## src/rtl/spm_test_loader_pkg.sv

```systemverilog
// Shared SPM test-port constants and address helper for the test loader.
package spm_test_loader_pkg;

  // SPM word address and data widths
  localparam int unsigned SPM_ADDR_W = 30;
  localparam int unsigned SPM_DATA_W = 32;

  // Test-port read/write direction encodings
  localparam logic SPM_READ  = 1'b1;
  localparam logic SPM_WRITE = 1'b0;

  // Word address offset, wrapping modulo 2^SPM_ADDR_W
  function automatic logic [SPM_ADDR_W-1:0] spm_addr_add(
    input logic [SPM_ADDR_W-1:0] base,
    input logic [SPM_ADDR_W-1:0] off
  );
    return base + off;
  endfunction

endpackage : spm_test_loader_pkg

```

## src/rtl/spm_test_loader.sv

```systemverilog
// Streams a block of words into the SPM test port, optionally reads them back
// to confirm the sum, then releases the CPU.
module spm_test_loader
  import spm_test_loader_pkg::*;
#(
  parameter int unsigned CNT_W  = 16,
  parameter bit          VERIFY = 1'b1
) (
  input  logic                  clk,
  input  logic                  reset,
  input  logic                  start,
  input  logic [SPM_ADDR_W-1:0] base_addr,
  input  logic [CNT_W-1:0]      word_count,
  input  logic                  s_valid,
  input  logic [SPM_DATA_W-1:0] s_data,
  output logic                  s_ready,
  output logic [SPM_ADDR_W-1:0] test_spm_addr,
  output logic                  test_spm_as_,
  output logic                  test_spm_rw,
  output logic [SPM_DATA_W-1:0] test_spm_wr_data,
  input  logic [SPM_DATA_W-1:0] test_spm_rd_data,
  output logic                  cpu_en,
  output logic                  busy,
  output logic                  error,
  output logic [SPM_DATA_W-1:0] checksum
);

  typedef enum logic [2:0] {
    ST_IDLE   = 3'd0,
    ST_LOAD   = 3'd1,
    ST_VERIFY = 3'd2,
    ST_VWAIT  = 3'd3,
    ST_DONE   = 3'd4,
    ST_ERROR  = 3'd5
  } state_e;

  state_e                state_q, state_d;
  logic [SPM_ADDR_W-1:0] base_q, base_d;
  logic [CNT_W-1:0]      count_q, count_d;
  logic [CNT_W-1:0]      idx_q, idx_d;
  logic [CNT_W-1:0]      rd_idx_q, rd_idx_d;
  logic [CNT_W-1:0]      rb_cnt_q, rb_cnt_d;
  logic [SPM_DATA_W-1:0] checksum_q, checksum_d;
  logic [SPM_DATA_W-1:0] rb_sum_q, rb_sum_d;
  logic                  rd_cap_q, rd_cap_d;
  logic                  s_ready_q, s_ready_d;
  logic                  as_q, as_d;
  logic                  rw_q, rw_d;
  logic [SPM_ADDR_W-1:0] addr_q, addr_d;
  logic [SPM_DATA_W-1:0] wr_data_q, wr_data_d;
  logic                  cpu_en_q, cpu_en_d;
  logic                  busy_q, busy_d;
  logic                  error_q, error_d;

  // State and registered outputs; reset also kills any strobe in flight
  always_ff @(posedge clk or posedge reset) begin
    if (reset) begin
      state_q    <= ST_IDLE;
      base_q     <= '0;
      count_q    <= '0;
      idx_q      <= '0;
      rd_idx_q   <= '0;
      rb_cnt_q   <= '0;
      checksum_q <= '0;
      rb_sum_q   <= '0;
      rd_cap_q   <= 1'b0;
      s_ready_q  <= 1'b0;
      as_q       <= 1'b1;
      rw_q       <= SPM_READ;
      addr_q     <= '0;
      wr_data_q  <= '0;
      cpu_en_q   <= 1'b0;
      busy_q     <= 1'b0;
      error_q    <= 1'b0;
    end else begin
      state_q    <= state_d;
      base_q     <= base_d;
      count_q    <= count_d;
      idx_q      <= idx_d;
      rd_idx_q   <= rd_idx_d;
      rb_cnt_q   <= rb_cnt_d;
      checksum_q <= checksum_d;
      rb_sum_q   <= rb_sum_d;
      rd_cap_q   <= rd_cap_d;
      s_ready_q  <= s_ready_d;
      as_q       <= as_d;
      rw_q       <= rw_d;
      addr_q     <= addr_d;
      wr_data_q  <= wr_data_d;
      cpu_en_q   <= cpu_en_d;
      busy_q     <= busy_d;
      error_q    <= error_d;
    end
  end

  // Next-state, strobe generation, checksum and readback accumulation
  always_comb begin
    state_d    = state_q;
    base_d     = base_q;
    count_d    = count_q;
    idx_d      = idx_q;
    rd_idx_d   = rd_idx_q;
    rb_cnt_d   = rb_cnt_q;
    checksum_d = checksum_q;
    rb_sum_d   = rb_sum_q;
    rd_cap_d   = 1'b0;
    as_d       = 1'b1;
    rw_d       = SPM_READ;
    addr_d     = addr_q;
    wr_data_d  = wr_data_q;

    case (state_q)
      ST_IDLE, ST_DONE, ST_ERROR: begin
        if (start) begin
          base_d     = base_addr;
          count_d    = word_count;
          idx_d      = '0;
          rd_idx_d   = '0;
          rb_cnt_d   = '0;
          checksum_d = '0;
          rb_sum_d   = '0;
          state_d    = (word_count == '0) ? ST_DONE : ST_LOAD;
        end
      end

      ST_LOAD: begin
        if (s_valid && s_ready_q) begin
          as_d       = 1'b0;
          rw_d       = SPM_WRITE;
          addr_d     = spm_addr_add(base_q, SPM_ADDR_W'(idx_q));
          wr_data_d  = s_data;
          checksum_d = checksum_q + s_data;
          idx_d      = CNT_W'(idx_q + CNT_W'(1));
          // Final write strobe is registered on this same edge
          if (idx_d == count_q) begin
            state_d = VERIFY ? ST_VERIFY : ST_DONE;
          end
        end
      end

      ST_VERIFY: begin
        as_d     = 1'b0;
        rw_d     = SPM_READ;
        addr_d   = spm_addr_add(base_q, SPM_ADDR_W'(rd_idx_q));
        rd_idx_d = CNT_W'(rd_idx_q + CNT_W'(1));
        if (rd_idx_d == count_q) begin
          state_d = ST_VWAIT;
        end
      end

      default: ;
    endcase

    // Read data lands the cycle after its strobe is on the port
    if ((state_q == ST_VERIFY || state_q == ST_VWAIT) && !as_q && rw_q == SPM_READ) begin
      rd_cap_d = 1'b1;
    end

    if (rd_cap_q && (state_q == ST_VERIFY || state_q == ST_VWAIT)) begin
      rb_sum_d = rb_sum_q + test_spm_rd_data;
      rb_cnt_d = CNT_W'(rb_cnt_q + CNT_W'(1));
      if (state_q == ST_VWAIT && rb_cnt_d == count_q) begin
        state_d = (rb_sum_d == checksum_q) ? ST_DONE : ST_ERROR;
      end
    end

    s_ready_d = (state_d == ST_LOAD) && (idx_d < count_d);
    cpu_en_d  = (state_d == ST_DONE);
    busy_d    = (state_d == ST_LOAD) || (state_d == ST_VERIFY) || (state_d == ST_VWAIT);
    error_d   = (state_d == ST_ERROR);
  end

  assign s_ready          = s_ready_q;
  assign test_spm_addr    = addr_q;
  assign test_spm_as_     = as_q;
  assign test_spm_rw      = rw_q;
  assign test_spm_wr_data = wr_data_q;
  assign cpu_en           = cpu_en_q;
  assign busy             = busy_q;
  assign error            = error_q;
  assign checksum         = checksum_q;

endmodule : spm_test_loader

```

## config.mk

```make
export PLATFORM = sky130hd
export DESIGN_NAME = spm_test_loader
export DESIGN_NICKNAME = d
export VERILOG_FILES = /design/src/rtl/spm_test_loader_pkg.sv /design/src/rtl/spm_test_loader.sv
export SDC_FILE = /design/constraint.sdc
export NUM_CORES = 1
export LEC_CHECK = 0
export ABC_AREA = 1
export CAP_MARGIN = 20
export CORE_ASPECT_RATIO = 0.5
export CORE_MARGIN = 2
export CORE_UTILIZATION = 40
export DETAILED_ROUTE_END_ITERATION = 10
export SLEW_MARGIN = 0
export SYNTH_ARGS = -nofsm -noshare
export SYNTH_HDL_FRONTEND = slang
export SYNTH_SLANG_ARGS = --single-unit
```

## constraint.sdc

```tcl
create_clock -name clk -period 11.6 [get_ports clk]
set_input_delay 1.16 -clock clk [delete_from_list [all_inputs] [get_ports clk]]
set_output_delay 1.16 -clock clk [all_outputs]
set_load 0.05 [all_outputs]
```

Word level (Yosys, flattened, before mapping)
Cells that the tools add are included.
{"block": "op_classes", "add_sub_neg": 7, "order_cmp": 1, "eq_ne": 16, "muxes": 29, "reduce_logical": 24}
{"op": "2-to-1 mux 32 bit", "n": 4}
{"op": "2-to-1 mux 16 bit", "n": 7}
{"op": "adder 32 bit", "n": 2}
{"op": "case mux 16 bit (2 select lines)", "n": 2}
{"op": "case mux 32 bit (2 select lines)", "n": 1}
{"op": "adder 30 x 16 -> 30 bit", "n": 2}
{"op": "case mux 30 bit (2 select lines)", "n": 1}
{"op": "adder 16 x 1 -> 16 bit, second input constant", "n": 3}
{"op": "equality test 16 bit", "n": 3}
{"op": "equality test 32 bit", "n": 1}
{"op": "2-to-1 mux 30 bit", "n": 1}
{"op": "2-to-1 mux 3 bit", "n": 7}
{"op": "zero test 16 bit", "n": 1}
{"op": "< comparator 16 bit", "n": 1}
{"op": "equality test 3 x 2 -> 1 bit, second input constant", "n": 4}
{"op": "equality test 3 bit, second input constant", "n": 4}
{"op": "AND reduction 2 bit", "n": 5}
{"op": "nonzero test 2 bit", "n": 5}
{"op": "case mux 3 bit (3 select lines)", "n": 1}
{"op": "equality test 3 x 1 -> 1 bit, second input constant", "n": 2}
{"op": "logical AND 1 bit", "n": 6}
{"op": "2-to-1 mux 1 bit", "n": 4}
{"op": "!= test 2 bit, second input constant", "n": 2}
{"op": "zero test 3 bit", "n": 1}
{"op": "other kinds (5)", "n": 7}
{"block": "word_totals", "register_bits": 230, "inputBits": 114, "out_inout_bits": 100, "wordCells": 94}

Depth between registers and ports, before layout
{"block": "depth", "word_depth": 10, "depth_mapped": 22, "mapped_depth_nobuf": 22}

Worst setup path before layout
Ideal clock, no wire load.
{"block": "synth_timing", "path_kind": "register to register", "startpoint": "register state_q[2]", "endpoint": "register addr_q[19], in the netlist test_spm_addr[19]", "setup_time_ps": 118, "t_arrival_ps": 3075, "required_ps": 11482, "path_slack_ps": 8408, "stages_incl_launch_ff": 21, "path_buffers": 2, "period_less_slack_ps": 3192, "path_cell_list": "dfrtp_1 > inv_2 > nand2_1 > or2_2 > clkbuf_1 > clkbuf_1 > nand2_1 > o21ai_0 > ha_1 > nand2_1 > nand3_1 > o21ai_0 > o21ai_0 > inv_1 > o21ai_1 > inv_1 > o21ai_2 > a21oi_1 > or2_2 > nand3_1 > nand2_1"}
{"block": "synth_between", "elab_chain_cells": 3, "elab_cells_between_ends": 6, "classes_between": "3 x eq/ne; 1 x mux; 2 x reduce/logical"}
{"item": "start, declared", "line": "spm_test_loader.sv:37", "source": "state_e state_q, state_d;"}
{"item": "start signal, assigned", "line": "spm_test_loader.sv:76", "source": "state_q <= state_d;"}
{"item": "equality test 3 x 1 -> 1 bit or equality test 3 x 2 -> 1 bit (tied branches)", "line": "spm_test_loader.sv:112", "source": "case (state_q)"}
{"item": "!= test 2 bit (no line) or nonzero test 2 bit (tied branches)"}
{"item": "AND reduction 2 bit (no line)"}
{"item": "end signal, assigned", "line": "spm_test_loader.sv:88", "source": "addr_q <= addr_d;"}
{"item": "end, declared", "line": "spm_test_loader.sv:49", "source": "logic [SPM_ADDR_W-1:0] addr_q, addr_d;"}
Parallel ways exist; a longest one is shown, timed or not.
A chain may end at the register's enable or synchronous reset.

Worst setup path after layout
{"block": "layout_timing", "startpoint": "register state_q[1]", "endpoint": "register addr_q[14], in the netlist test_spm_addr[14]"}
The elaborated chain is that of the path after synthesis.

==> metrics.csv <==
metric;value;unit
outcome;completed;
Flop pwr share;31.4;%
Placer Congestion;0.957;
core area;40500;um^2
Synth Area in Compound Gates;11.9;%
RR Startpoint;state_q[1];
dpl hpwl;41100;um
EDFF count, synth;0;
Tot Pwr;0.00363;W
Fin. Hold Viols;0;
CTS Sinks;230;
TNS Setup;0;ns
syn_nets;2659;
hold_sp;test_spm_wr_data[23];
Synth Area in Simple Gates;33.8;%
Comb pwr share;45.9;%
final max-slew violation count;0;
CTS Hold Bufs;0;
drt pass-1 iters;5;
Fmax achieved;242;MHz
unrepaired setup endpoints after global routing;no;
hold path endpoint;test_spm_wr_data[23];
Worst-Margin Slew;0.929;ns
mux share of post-synthesis cell area;0;%
die height;148;um
crit path capture type;flop;
fillcell total;4159;
die width;291;um
synthesized flop and latch total;230;
Post-Synth XOR/XNOR Area;2.98;%
Distinct cells, synth;48;
WP data required;12.03;ns
vias;16200;
Final Critical Period;4.13;ns
CTS tree;done;
Worst Skew;0.0118;ns
TritonCTS Buffers;25;
CP Launch Type;flop;
pin count of the biggest net entering global routing;87;
global-route wire length before repair;84300;um
vias in the first global route;15500;
initial antenna violation count;1;
Layout Cells excl Fill;3208;
Syn Std Cell Area;16500;um^2
R2R Setup Slk;7.47;ns
Hold Path Depth;2;
final setup fails;0;
Die ar.;42900;um^2
Avg Inst Size Synth;6.74;um^2
Tot GR Track Use;24.6;%
Clock Latency Late Sink;0.55;ns
Area growth syn-to-layout;21.8;%
Final nets;2861;
Residual DRC;0;
setup repair bufs after CTS;0;
top_reg_cell synth;dfrtp_1;
H-Tree Depth;1;
clock share of power;22.7;%
CTS Root Cell;clkbuf_16;
Worst slew margin;38.0;%
cells on worst reg2reg path;20;
P_int;0.00200;W
Longest Clk Path Bufs;3;
Synth async-reset ratio;100;%
WS Path Type;reg -> reg;
adder and majority cell fraction of the synthesized area;7.65;%
Switching Share;45.1;%
register area;5760;um^2
Max FO, Critical Path;48;
# rows;52;
Pwr Density;181;nW/um^2
VDD IR max;0.154;mV
WP data arrival;4.56;ns
area of the multi-input gates;9300;um^2
Hold Crit Class;reg -> reg;
largest family of logic cells by synthesized area;simple AND/OR/NAND/NOR gates;
boundary pin count;214;
share of layout cells above drive strength 1;4.35;%
Initial DRC Count;1119;
grt total ovfl;0;
Static Leak;10.2;nW
Initial Util;40.7;%
drt wl/cell;16.5;um
vias per std cell;5.06;
Worst-path clk slew;0.06;ns
final WL;52900;um
Seq/Total Area, Yosys;34.9;%
Routed Antenna Nets;0;
synth warn;0;
part of the cycle the worst path needs;35.6;%
Sw Pwr;0.00164;W
terminus of the critical flop-to-flop path;test_spm_addr[14];
cts repair resizes;0;
Buffers on Ports;213;
max cap viols;0;
placed insts;3159;
Mapped Cells;2446;
metrics by stage:
stage               hold slack [ns]  instance area, um^2  worst slack, ns  utilization, %
global placement              0.454                19200             6.48            47.3
CTS                           0.478                20000             6.93            49.4
finish                        0.473                20100             7.47            49.5
floorplan                     0.455                16500             4.14               -
detailed placement            0.461                19200             6.35            47.3
global route                  0.496                20100             7.15            49.5
worst max-delay path, stage by stage (launching register included):
cell      delay (ns)
dfrtp_1         0.40
nand2_1         0.22
or2_2           0.71
inv_1           0.19
o21ai_0         0.19
inv_1           0.06
ha_1            0.24
fa_1            0.43
nand2_1         0.09
nand2_1         0.05
o21ai_1         0.13
o21ai_1         0.13
inv_1           0.09
o21ai_1         0.07
inv_1           0.13
o21ai_1         0.08
a21boi_0        0.30
o21ai_0         0.16
xor2_1          0.17
nand2_1         0.07
nand2_1         0.06
flip-flops by register name (all words and copies together), names as in the netlist:
signal / count
rb_cnt_q: 16
error: 1
s_ready: 1
rd_idx_q: 16
test_spm_wr_data: 32
cpu_en: 1
rb_sum_q: 32
checksum: 32
state_q: 3
rd_cap_q: 1
busy: 1
test_spm_addr: 30
test_spm_rw: 1
idx_q: 16
base_q: 30
count_q: 16
test_spm_as_: 1
area by class of cell:
type	instances	share of cell area [%]
timing repair buffer	223	11.2
tap	540	3.37
multi-input combinational	1834	46.3
sequential	230	28.7
clock buffer	36	3.72
clock inverter	10	0.436
inverter	334	6.28
antenna	1	0.0125
placed cells by master (no fill, tap or decap), drive strengths merged, types with 4 or more instances in the layout:
master,count
a21oi,103
or2,14
nand3,196
a31oi,14
xor2,42
nor4,10
clkdlybuf4s50,213
o22ai,45
o21ai,173
o31ai,5
nand4,34
nor3,27
buf,10
and2,6
o21bai,5
clkinv,7
nand3b,11
nand2,833
o211ai,4
dfrtp,228
ha,96
clkbuf,36
inv,334
xnor2,9
nor2,187
routing by layer:
metal | global-route usage, % | share of wire, % | vias up
met5 | 0 | 0 | -
met2 | 39.4 | 44 | 376
li1 | - | - | 8364
met1 | 35.9 | 49 | 7426
met4 | 5.21 | 2.0 | 0
met3 | 2.81 | 4.9 | 65
cells by family after synthesis:
logic type	Yosys count
adder cells (fa/ha/maj)	99
buffers and inverters	382
flip-flops	230
XOR/XNOR	53
AND/OR/NAND/NOR	1321
AO/OA/AOI/OAI	361
cell usage after synthesis (5+ instances only):
| library cell | n | area share [%] |
|---|---|---|
| nor3_1 | 26 | 0.79 |
| inv_1 | 324 | 7.4 |
| nand3_2 | 6 | 0.36 |
| o31ai_1 | 5 | 0.23 |
| nor2_2 | 9 | 0.34 |
| nor2_1 | 175 | 4.0 |
| a31oi_1 | 14 | 0.53 |
| nand2_1 | 822 | 19 |
| inv_2 | 8 | 0.18 |
| dfrtp_1 | 228 | 35 |
| nand2_2 | 11 | 0.42 |
| nand3b_1 | 11 | 0.50 |
| clkbuf_1 | 44 | 1.0 |
| nor4_1 | 9 | 0.34 |
| xnor2_1 | 9 | 0.48 |
| a21oi_1 | 103 | 3.1 |
| or2_2 | 12 | 0.46 |
| o21bai_1 | 5 | 0.23 |
| o21ai_0 | 160 | 4.9 |
| nand3_1 | 190 | 5.8 |
| o22ai_1 | 45 | 1.7 |
| nand4_1 | 33 | 1.3 |
| xor2_1 | 42 | 2.2 |
| ha_1 | 96 | 7.3 |
| o21ai_1 | 10 | 0.30 |
| and2_1 | 6 | 0.23 |
how the worst max path moves through the flow:
stage / cells past startpoint / to / slack, ns / from
floorplan: 1 / base_q[0] / 4.14 / reset
global placement: 14 / s_ready / 6.48 / s_valid
detailed placement: 14 / s_ready / 6.35 / s_valid
CTS: 14 / s_ready / 6.93 / s_valid
global route: 21 / test_spm_addr[22] / 7.15 / state_q[2]
finish: 20 / test_spm_addr[14] / 7.47 / state_q[1]
power by group through the flow:
| stage | Clock [W] | Sequential, W | Combinational, W |
|---|---|---|---|
| finish | 0.000826 | 0.00114 | 0.00167 |
| global placement | 0 | 0.00116 | 0.00165 |
| CTS | 0.000849 | 0.00114 | 0.00166 |
| global route | 0.000887 | 0.00116 | 0.00184 |
| detailed placement | 0 | 0.00115 | 0.00165 |
| floorplan | 0 | 0.00141 | 0.000829 |
Power figures use the tool's default switching activity.
